`src/rtl/adc_spi_pkg.sv`:
```
// Shared constants, frame layout and FSM encoding for the ADC configuration SPI responder.
package adc_spi_pkg;

    localparam int unsigned FRAME_W   = 16;
    localparam int unsigned ADDR_BITS = 8;
    localparam int unsigned ADDR_W    = 7;
    localparam int unsigned DATA_W    = 8;
    localparam int unsigned ID_ADDR   = 0;
    localparam int unsigned CNT_W     = 5;

    // bit15 R/W (1 = read), bits14:8 address, bits7:0 data
    typedef struct packed {
        logic              rw;
        logic [ADDR_W-1:0] addr;
        logic [DATA_W-1:0] data;
    } spi_frame_t;

    localparam logic [2:0] ST_IDLE    = 3'd0;
    localparam logic [2:0] ST_ADDR    = 3'd1;
    localparam logic [2:0] ST_DATA    = 3'd2;
    localparam logic [2:0] ST_WAIT_CS = 3'd3;
    localparam logic [2:0] ST_COMMIT  = 3'd4;

endpackage

```
`src/rtl/spi_in_sync.sv`:
```
// 3-stage synchronizer with registered rise/fall pulses; pin-to-pulse latency is 3 clk.
module spi_in_sync (
    input  logic clk,
    input  logic rst,
    input  logic pin,
    output logic rise,
    output logic fall
);

    logic [2:0] stg;

    // Stages are left free-running so a reset released mid-frame sees a settled level, not a fake edge.
    always_ff @(posedge clk) begin
        stg <= {stg[1:0], pin};
    end

    always_ff @(posedge clk) begin
        if (rst) begin
            rise <= 1'b0;
            fall <= 1'b0;
        end else begin
            rise <= stg[1] & ~stg[2];
            fall <= ~stg[1] & stg[2];
        end
    end

endmodule

```
`src/rtl/adc_spi_slave_regs.sv`:
```
// SPI responder register file: oversampled CPOL=0/CPHA=1 frames, 16-bit R/W + addr + data.
module adc_spi_slave_regs
    import adc_spi_pkg::*;
#(
    parameter int unsigned NUM_REGS = 16,
    parameter logic [7:0]  ID_VALUE = 8'hAB,
    parameter int unsigned ERR_W    = 8
) (
    input  logic                  clk,
    input  logic                  rst,
    input  logic                  spi_sck,
    input  logic                  spi_csn,
    input  logic                  spi_mosi,
    output logic                  spi_miso,
    output logic                  spi_miso_oe,
    output logic [8*NUM_REGS-1:0] regs_flat,
    output logic                  wr_strobe,
    output logic [6:0]            wr_addr,
    output logic [7:0]            wr_data,
    output logic [ERR_W-1:0]      frame_err_cnt
);

    localparam int unsigned IDX_W = (NUM_REGS > 2) ? $clog2(NUM_REGS) : 1;

    logic             sck_rise_raw, sck_fall_raw;
    logic             csn_rise, csn_fall;
    logic             sck_rise, sck_fall;
    logic [1:0]       mosi_sync;
    logic [2:0]       state, state_next;
    logic [CNT_W-1:0] bit_cnt, rise_cnt;
    logic [FRAME_W-1:0] rx_shift, rx_next;
    logic [DATA_W-1:0]  tx_shift;
    logic             overlong;
    logic [7:0]       regs [NUM_REGS];
    logic             hdr_rw;
    logic [ADDR_W-1:0] hdr_addr;
    logic [7:0]       rd_data;
    spi_frame_t       frm;
    logic             err_inc_c, commit_c;

    spi_in_sync u_sck_sync (.clk(clk), .rst(rst), .pin(spi_sck), .rise(sck_rise_raw), .fall(sck_fall_raw));
    spi_in_sync u_csn_sync (.clk(clk), .rst(rst), .pin(spi_csn), .rise(csn_rise), .fall(csn_fall));

    always_ff @(posedge clk) begin
        mosi_sync <= {mosi_sync[0], spi_mosi};
    end

    // A CSN rise in the same clk as an SCK edge wins; the SCK edge is dropped.
    assign sck_rise = sck_rise_raw & ~csn_rise;
    assign sck_fall = sck_fall_raw & ~csn_rise;

    assign rx_next  = {rx_shift[FRAME_W-2:0], mosi_sync[1]};
    assign hdr_rw   = rx_next[DATA_W-1];
    assign hdr_addr = rx_next[ADDR_W-1:0];
    assign rd_data  = (32'(hdr_addr) < NUM_REGS) ? regs[IDX_W'(hdr_addr)] : 8'h00;
    assign frm      = spi_frame_t'(rx_shift);

    for (genvar k = 0; k < NUM_REGS; k++) begin : g_flat
        assign regs_flat[8*k +: 8] = regs[k];
    end

    always_comb begin
        state_next = state;
        err_inc_c  = 1'b0;
        commit_c   = 1'b0;
        case (state)
            ST_IDLE: begin
                if (csn_fall) state_next = ST_ADDR;
            end
            ST_ADDR: begin
                if (csn_rise) begin
                    state_next = ST_IDLE;
                    err_inc_c  = 1'b1;
                end else if (sck_fall && bit_cnt == CNT_W'(ADDR_BITS - 1)) begin
                    state_next = ST_DATA;
                end
            end
            ST_DATA: begin
                if (csn_rise) begin
                    state_next = ST_IDLE;
                    err_inc_c  = 1'b1;
                end else if (sck_fall && bit_cnt == CNT_W'(FRAME_W - 1)) begin
                    state_next = ST_WAIT_CS;
                end
            end
            ST_WAIT_CS: begin
                if (csn_rise) state_next = ST_COMMIT;
            end
            ST_COMMIT: begin
                state_next = ST_IDLE;
                if (overlong) begin
                    err_inc_c = 1'b1;
                end else if (!frm.rw && frm.addr != ADDR_W'(ID_ADDR) && 32'(frm.addr) < NUM_REGS) begin
                    commit_c = 1'b1;
                end
            end
            default: state_next = ST_IDLE;
        endcase
    end

    always_ff @(posedge clk) begin
        if (rst) begin
            state         <= ST_IDLE;
            bit_cnt       <= '0;
            rise_cnt      <= '0;
            rx_shift      <= '0;
            tx_shift      <= '0;
            overlong      <= 1'b0;
            spi_miso      <= 1'b0;
            spi_miso_oe   <= 1'b0;
            wr_strobe     <= 1'b0;
            wr_addr       <= '0;
            wr_data       <= '0;
            frame_err_cnt <= '0;
            for (int k = 0; k < NUM_REGS; k++) begin
                regs[k] <= (k == 0) ? ID_VALUE : 8'h00;
            end
        end else begin
            state     <= state_next;
            wr_strobe <= commit_c;

            // Tracks the synchronized CSN level through its edge pulses.
            if (csn_fall)      spi_miso_oe <= 1'b1;
            else if (csn_rise) spi_miso_oe <= 1'b0;

            if (commit_c) begin
                regs[IDX_W'(frm.addr)] <= frm.data;
                wr_addr                <= frm.addr;
                wr_data                <= frm.data;
            end

            if (err_inc_c && frame_err_cnt != {ERR_W{1'b1}}) begin
                frame_err_cnt <= frame_err_cnt + ERR_W'(1);
            end

            if (state == ST_IDLE) begin
                bit_cnt  <= '0;
                rise_cnt <= '0;
                rx_shift <= '0;
                tx_shift <= '0;
                overlong <= 1'b0;
                spi_miso <= 1'b0;
            end else begin
                if (sck_fall) begin
                    if (state == ST_ADDR || state == ST_DATA) begin
                        rx_shift <= rx_next;
                        bit_cnt  <= bit_cnt + CNT_W'(1);
                    end
                    if (state == ST_ADDR && bit_cnt == CNT_W'(ADDR_BITS - 1)) begin
                        tx_shift <= hdr_rw ? rd_data : 8'h00;
                    end
                    if (state == ST_WAIT_CS) overlong <= 1'b1;
                end
                // Edges 1..8 drive 0, edges 9..16 shift out read data, later edges drive 0.
                if (sck_rise && state != ST_COMMIT) begin
                    if (rise_cnt < CNT_W'(FRAME_W)) rise_cnt <= rise_cnt + CNT_W'(1);
                    if (rise_cnt >= CNT_W'(ADDR_BITS) && rise_cnt < CNT_W'(FRAME_W)) begin
                        spi_miso <= tx_shift[DATA_W-1];
                        tx_shift <= {tx_shift[DATA_W-2:0], 1'b0};
                    end else begin
                        spi_miso <= 1'b0;
                    end
                end
            end
        end
    end

endmodule

```
`config.mk`:
```
export PLATFORM = sky130hd
export DESIGN_NAME = adc_spi_slave_regs
export DESIGN_NICKNAME = d
export VERILOG_FILES = /design/src/rtl/adc_spi_pkg.sv /design/src/rtl/spi_in_sync.sv /design/src/rtl/adc_spi_slave_regs.sv
export SDC_FILE = /design/constraint.sdc
export NUM_CORES = 1
export LEC_CHECK = 0
export ABC_CLOCK_PERIOD_IN_PS = 3600
export CAP_MARGIN = 5
export CORE_ASPECT_RATIO = 0.8
export CORE_MARGIN = 5
export CORE_UTILIZATION = 60
export CTS_CLUSTER_DIAMETER = 60
export CTS_CLUSTER_SIZE = 16
export DETAILED_ROUTE_END_ITERATION = 6
export DONT_BUFFER_PORTS = 1
export PLACE_DENSITY = 0.78
export SYNTH_ARGS = -nofsm -noshare
export SYNTH_HDL_FRONTEND = slang
export SYNTH_HIERARCHICAL = 1
export SYNTH_SLANG_ARGS = --single-unit
```
`constraint.sdc`:
```
create_clock -name clk -period 3.6 [get_ports clk]
set_input_delay 0.18 -clock clk [delete_from_list [all_inputs] [get_ports clk]]
set_output_delay 0.18 -clock clk [all_outputs]
set_load 0.02 [all_outputs]
```
==> report_table.html <==
<table>
<tr><th>Metric</th><th>Value</th></tr>
<tr><th colspan="2">STA</th></tr>
<tr><td>Period Utilization, post-route</td><td>77.6%</td></tr>
<tr><td>Time the worst path needs with I/O delays and setup</td><td>2.79 ns</td></tr>
<tr><td>Worst Max-Slew Pin Slew</td><td>0.928 ns</td></tr>
<tr><td>Max Transition Viols Final</td><td>0</td></tr>
<tr><td>RSZ-0062 raised after global routing</td><td>false</td></tr>
<tr><td>Setup violators final</td><td>0</td></tr>
<tr><td>Fmax achieved</td><td>358 MHz</td></tr>
<tr><td>Sum of negative setup slack</td><td>0 ns</td></tr>
<tr><td>Final worst clock skew</td><td>0.0168 ns</td></tr>
<tr><td>Hold Vio Cnt, Final</td><td>0</td></tr>
<tr><td>Max-Slew Margin vs Limit</td><td>38.0%</td></tr>
<tr><td>Minimum hold slack</td><td>0.0149 ns</td></tr>
<tr><th colspan="2">Final layout</th></tr>
<tr><td>Filler Cells Inserted</td><td>1017</td></tr>
<tr><td>Core utilization of the finished layout</td><td>66.1%</td></tr>
<tr><td>Area of the multi-input gates</td><td>3240 um^2</td></tr>
<tr><td>Synth-to-Final Area Change</td><td>7.10%</td></tr>
<tr><td>Fin nets</td><td>692</td></tr>
<tr><td>Register Area</td><td>5370 um^2</td></tr>
<tr><td>Count of antenna diodes in the layout</td><td>0</td></tr>
<tr><td>Layout cell share with drive strength beyond 1</td><td>13.3%</td></tr>
<tr><th colspan="2">GRT</th></tr>
<tr><td>Vias in the first global route</td><td>5556</td></tr>
<tr><td>Initial antenna violation count</td><td>0</td></tr>
<tr><td>Overall global routing resource usage</td><td>25.1%</td></tr>
<tr><td>Wire length of the first global-routing pass</td><td>34000 um</td></tr>
<tr><td>Pin count of the biggest net entering global routing</td><td>42</td></tr>
<tr><td>Total global routing overflow</td><td>0</td></tr>
<tr><th colspan="2">Floorplanning</th></tr>
<tr><td>Overall die area</td><td>17400 um^2</td></tr>
<tr><td>Core Rows</td><td>39</td></tr>
<tr><td>Die outline height</td><td>119 um</td></tr>
<tr><td>Die width</td><td>146 um</td></tr>
<tr><td>Initial core utilization</td><td>61.7%</td></tr>
<tr><td>Standard cell core area</td><td>14400 um^2</td></tr>
<tr><td>I/O pin count</td><td>159</td></tr>
<tr><th colspan="2">Logic synthesis</th></tr>
<tr><td>Proportion of synthesized flip-flops having asynchronous set or reset</td><td>0%</td></tr>
<tr><td>Cell taking the most area after synthesis</td><td>sky130_fd_sc_hd__edfxtp_1</td></tr>
<tr><td>Count of distinct cell types in the synthesized netlist</td><td>53</td></tr>
<tr><td>Total standard cell area after synthesis</td><td>8880 um^2</td></tr>
<tr><td>Mean instance size in the synthesized netlist</td><td>12.7 um^2</td></tr>
<tr><td>Largest cells by area after synthesis</td><td>sky130_fd_sc_hd__edfxtp_1 (43%), sky130_fd_sc_hd__dfxtp_1 (17%), sky130_fd_sc_hd__mux4_2 (7.6%)</td></tr>
<tr><td>Number of enable flip-flop cells after synthesis</td><td>128</td></tr>
<tr><td>Sequential share of the synthesized area</td><td>60.4%</td></tr>
<tr><td>Number of warnings printed during yosys synthesis</td><td>6</td></tr>
<tr><td>Top FF cell, synth</td><td>sky130_fd_sc_hd__edfxtp_1</td></tr>
<tr><td>Post-synthesis sequential element count</td><td>204</td></tr>
<tr><td>Mapped Cells</td><td>700</td></tr>
<tr><td>Portion of synthesized cell area occupied by the leading cell type</td><td>43.3%</td></tr>
<tr><th colspan="2">Worst setup path</th></tr>
<tr><td>Kind of end point of the critical path</td><td>register</td></tr>
<tr><td>Worst setup path class</td><td>register to register</td></tr>
<tr><td>Cells traversed along the worst timing path</td><td>nor2_1 &gt; nand4b_1 &gt; o21bai_1</td></tr>
<tr><td>Worst stage delay on the critical path</td><td>1.04 ns</td></tr>
<tr><td>Data arrival, critical path</td><td>2.89 ns</td></tr>
<tr><td>Crit path max fanout</td><td>18</td></tr>
<tr><td>Required time worst endpoint</td><td>3.70 ns</td></tr>
<tr><td>Slowest CP cell</td><td>sky130_fd_sc_hd__o21bai_1</td></tr>
<tr><td>CP startpoint kind</td><td>register</td></tr>
<tr><th colspan="2">Power</th></tr>
<tr><td>Clock network power share</td><td>36.8%</td></tr>
<tr><td>Cell area power density</td><td>469 nW/um^2</td></tr>
<tr><td>Fraction of power spent switching nets</td><td>21.9%</td></tr>
<tr><td>Combinational share of power</td><td>3.3%</td></tr>
<tr><td>Fraction of power consumed by sequential logic</td><td>59.9%</td></tr>
<tr><td>Post-layout power</td><td>4.46 mW</td></tr>
<tr><td>P_leak</td><td>2.98 nW</td></tr>
<tr><td>Internal Dissipation</td><td>3.49 mW</td></tr>
<tr><td>Switch Pwr</td><td>977 uW</td></tr>
<tr><td>Max rail drop VDD</td><td>405 uV</td></tr>
<tr><th colspan="2">CTS</th></tr>
<tr><td>Htree depth</td><td>1</td></tr>
<tr><td>Root buffer selected by CTS</td><td>sky130_fd_sc_hd__clkbuf_16</td></tr>
<tr><td>Clock Tree Buf Depth</td><td>3</td></tr>
<tr><td>Clock network latency to the later pin of the worst-skew pair</td><td>0.47 ns</td></tr>
<tr><td>Num CTS Buffers</td><td>16</td></tr>
<tr><td>Clock tree from TritonCTS</td><td>built</td></tr>
<tr><td>CTS clk-pin slew, worst paths</td><td>0.07 ns</td></tr>
<tr><td>Num Clock Sinks</td><td>204</td></tr>
<tr><td>Number of gates given a new drive strength after cts</td><td>0</td></tr>
<tr><th colspan="2">Drt</th></tr>
<tr><td>Residual DRC count</td><td>0</td></tr>
<tr><td>Number of detailed-routing iterations run before antenna repair</td><td>7</td></tr>
<tr><td>Average detailed-routed wire length per instance</td><td>25.4 um</td></tr>
<tr><td>Wirelength, routed</td><td>22200 um</td></tr>
<tr><td>Vias after detailed routing</td><td>5948</td></tr>
<tr><td>Vias per cell</td><td>6.80</td></tr>
<tr><td>Number of nets with antenna violations after routing</td><td>0</td></tr>
<tr><td>Starting DRT DRC Count</td><td>644</td></tr>
<tr><th colspan="2">Run</th></tr>
<tr><td>Max_cap viols</td><td>0</td></tr>
<tr><th colspan="2">Place</th></tr>
<tr><td>Final estimated routing congestion in global placement</td><td>0.862</td></tr>
<tr><td># port buffers</td><td>0</td></tr>
<tr><td>Post-detail-place hpwl</td><td>15400 um</td></tr>
<tr><th colspan="2">Hold path</th></tr>
<tr><td>HP Class</td><td>primary input to register</td></tr>
<tr><th colspan="2">Run status</th></tr>
<tr><td>Run status</td><td>finished, final reports clean</td></tr>
</table>
[stage by stage]
| step | instance area, um^2 | worst slack, ns | std cells |
|---|---|---|---|
| global placement | 9000 | 0.962 | 844 |
| finish | 9520 | 0.807 | 875 |
| detailed placement | 9000 | 0.819 | 844 |
| global route | 9520 | 0.627 | 875 |
| CTS | 9520 | 0.811 | 875 |
| floorplan | 8910 | 1.08 | 706 |
[cell type report]
class                   instances  share of cell area (%)
clock inverters                 1                  0.0526
well taps                     184                    2.42
inverters                      15                   0.592
multi-input cells             429                    34.1
flip-flops and latches        204                    56.4
clock buffers                  26                    4.83
repair buffers                 16                    1.60
[Yosys cell counts (6+ instances only)]
cell,instances
sky130_fd_sc_hd__inv_1,7
sky130_fd_sc_hd__nor3_1,80
sky130_fd_sc_hd__o21bai_1,9
sky130_fd_sc_hd__mux2i_1,32
sky130_fd_sc_hd__mux4_2,30
sky130_fd_sc_hd__nor2_1,53
sky130_fd_sc_hd__a21oi_1,22
sky130_fd_sc_hd__edfxtp_1,128
sky130_fd_sc_hd__or2_2,6
sky130_fd_sc_hd__nand3_1,22
sky130_fd_sc_hd__buf_2,11
sky130_fd_sc_hd__and2_1,40
sky130_fd_sc_hd__clkinv_1,8
sky130_fd_sc_hd__dfxtp_1,76
sky130_fd_sc_hd__clkbuf_1,42
sky130_fd_sc_hd__a31oi_1,7
sky130_fd_sc_hd__o21ai_0,12
sky130_fd_sc_hd__nor3b_1,8
sky130_fd_sc_hd__nand2b_1,6
sky130_fd_sc_hd__nand4_1,6
sky130_fd_sc_hd__xnor2_1,7
sky130_fd_sc_hd__mux2_2,16
[kinds of logic (layout without fill, tap and decap cells)]
kind of cell | count (synthesis) | after routing | share of synthesized area (%)
buffers and inverters | 73 | 58 | 3.41
adder cells (fa/ha/maj) | 5 | 5 | 0.704
AO/OA/AOI/OAI | 63 | 63 | 4.41
AND/OR/NAND/NOR | 268 | 268 | 17.1
XOR/XNOR | 7 | 7 | 0.690
flip-flops | 204 | 204 | 60.4
other | 2 | 8 | 0.0845
multiplexers | 78 | 78 | 13.2
[flip-flops by register name, summed over array words and instances (netlist names), 2 cells and up]
register        cells
frame_err_cnt       8
state               3
bit_cnt             5
wr_addr             7
mosi_sync           2
regs              128
rise_cnt            5
wr_data             8
u_csn_sync/stg      3
u_sck_sync/stg      3
tx_shift            8
frm                16
[cell usage in the layout (no fill, tap or decap), types with 7 or more instances in the layout]
| cell | netlist | final |
|---|---|---|
| sky130_fd_sc_hd__dfxtp_1 | 76 | 74 |
| sky130_fd_sc_hd__nor3b_1 | 8 | 8 |
| sky130_fd_sc_hd__edfxtp_1 | 128 | 128 |
| sky130_fd_sc_hd__nor3_1 | 80 | 79 |
| sky130_fd_sc_hd__o21ai_0 | 12 | 12 |
| sky130_fd_sc_hd__and2_1 | 40 | 40 |
| sky130_fd_sc_hd__a31oi_1 | 7 | 7 |
| sky130_fd_sc_hd__clkinv_1 | 8 | 8 |
| sky130_fd_sc_hd__a21oi_1 | 22 | 22 |
| sky130_fd_sc_hd__buf_4 | 0 | 11 |
| sky130_fd_sc_hd__inv_1 | 7 | 7 |
| sky130_fd_sc_hd__conb_1 | 2 | 8 |
| sky130_fd_sc_hd__o21bai_1 | 9 | 9 |
| sky130_fd_sc_hd__clkbuf_1 | 42 | 9 |
| sky130_fd_sc_hd__mux2i_1 | 32 | 32 |
| sky130_fd_sc_hd__mux2_2 | 16 | 16 |
| sky130_fd_sc_hd__nor2_1 | 53 | 53 |
| sky130_fd_sc_hd__mux4_2 | 30 | 30 |
| sky130_fd_sc_hd__nand3_1 | 22 | 22 |
| sky130_fd_sc_hd__clkbuf_16 | 0 | 17 |
| sky130_fd_sc_hd__xnor2_1 | 7 | 7 |
[power groups by stage]
| stage | Clock, mW | Combinational, mW | Sequential [mW] |
|---|---|---|---|
| after CTS | 1.66 | 0.147 | 2.67 |
| final | 1.64 | 0.147 | 2.67 |
| after detailed placement | 0 | 0.133 | 2.73 |
| after floorplan | 0 | 0.116 | 2.69 |
| after global placement | 0 | 0.129 | 2.72 |
| after global routing | 1.76 | 0.157 | 2.68 |
[final timing paths]
path                                    to  slack [ns]                      start  cells past startpoint
min reg2reg      u_sck_sync/stg[1]$_DFF_P_        0.33  u_sck_sync/stg[0]$_DFF_P_                      0
max               regs[9][5]$_SDFFCE_PN0P_        0.81      state[1]$_SDFFE_PP0P_                      3
max reg2reg       regs[9][5]$_SDFFCE_PN0P_        0.81      state[1]$_SDFFE_PP0P_                      3
min          frame_err_cnt[6]$_SDFFE_PP0P_        0.01                        rst                      2
[layer usage]
metal | vias to the layer above | share of wire [%] | track usage [%] | wire length (um)
li1 | 2576 | - | - | -
met1 | 2943 | 39 | 35.8 | 8590
met2 | 396 | 47 | 38.6 | 10400
met3 | 33 | 12 | 7.33 | 2730
met4 | 0 | 2.2 | 6.17 | 490
met5 | - | 0 | 0 | 0
[worst max-delay path, delay by kind of cell (launching register included)]
family             cells  cell delay [ns]
AOI/OAI and AO/OA      1             1.04
DFF                    1             0.43
and+or+nand+nor        2             0.95
[timing repair]
| action | CTS | global route |
|---|---|---|
| endpoints found under the hold margin | 50 | 0 |
| hold buffers | 4 | 0 |
| setup buffers | 0 | 0 |
(Power assumes the default switching activity.)
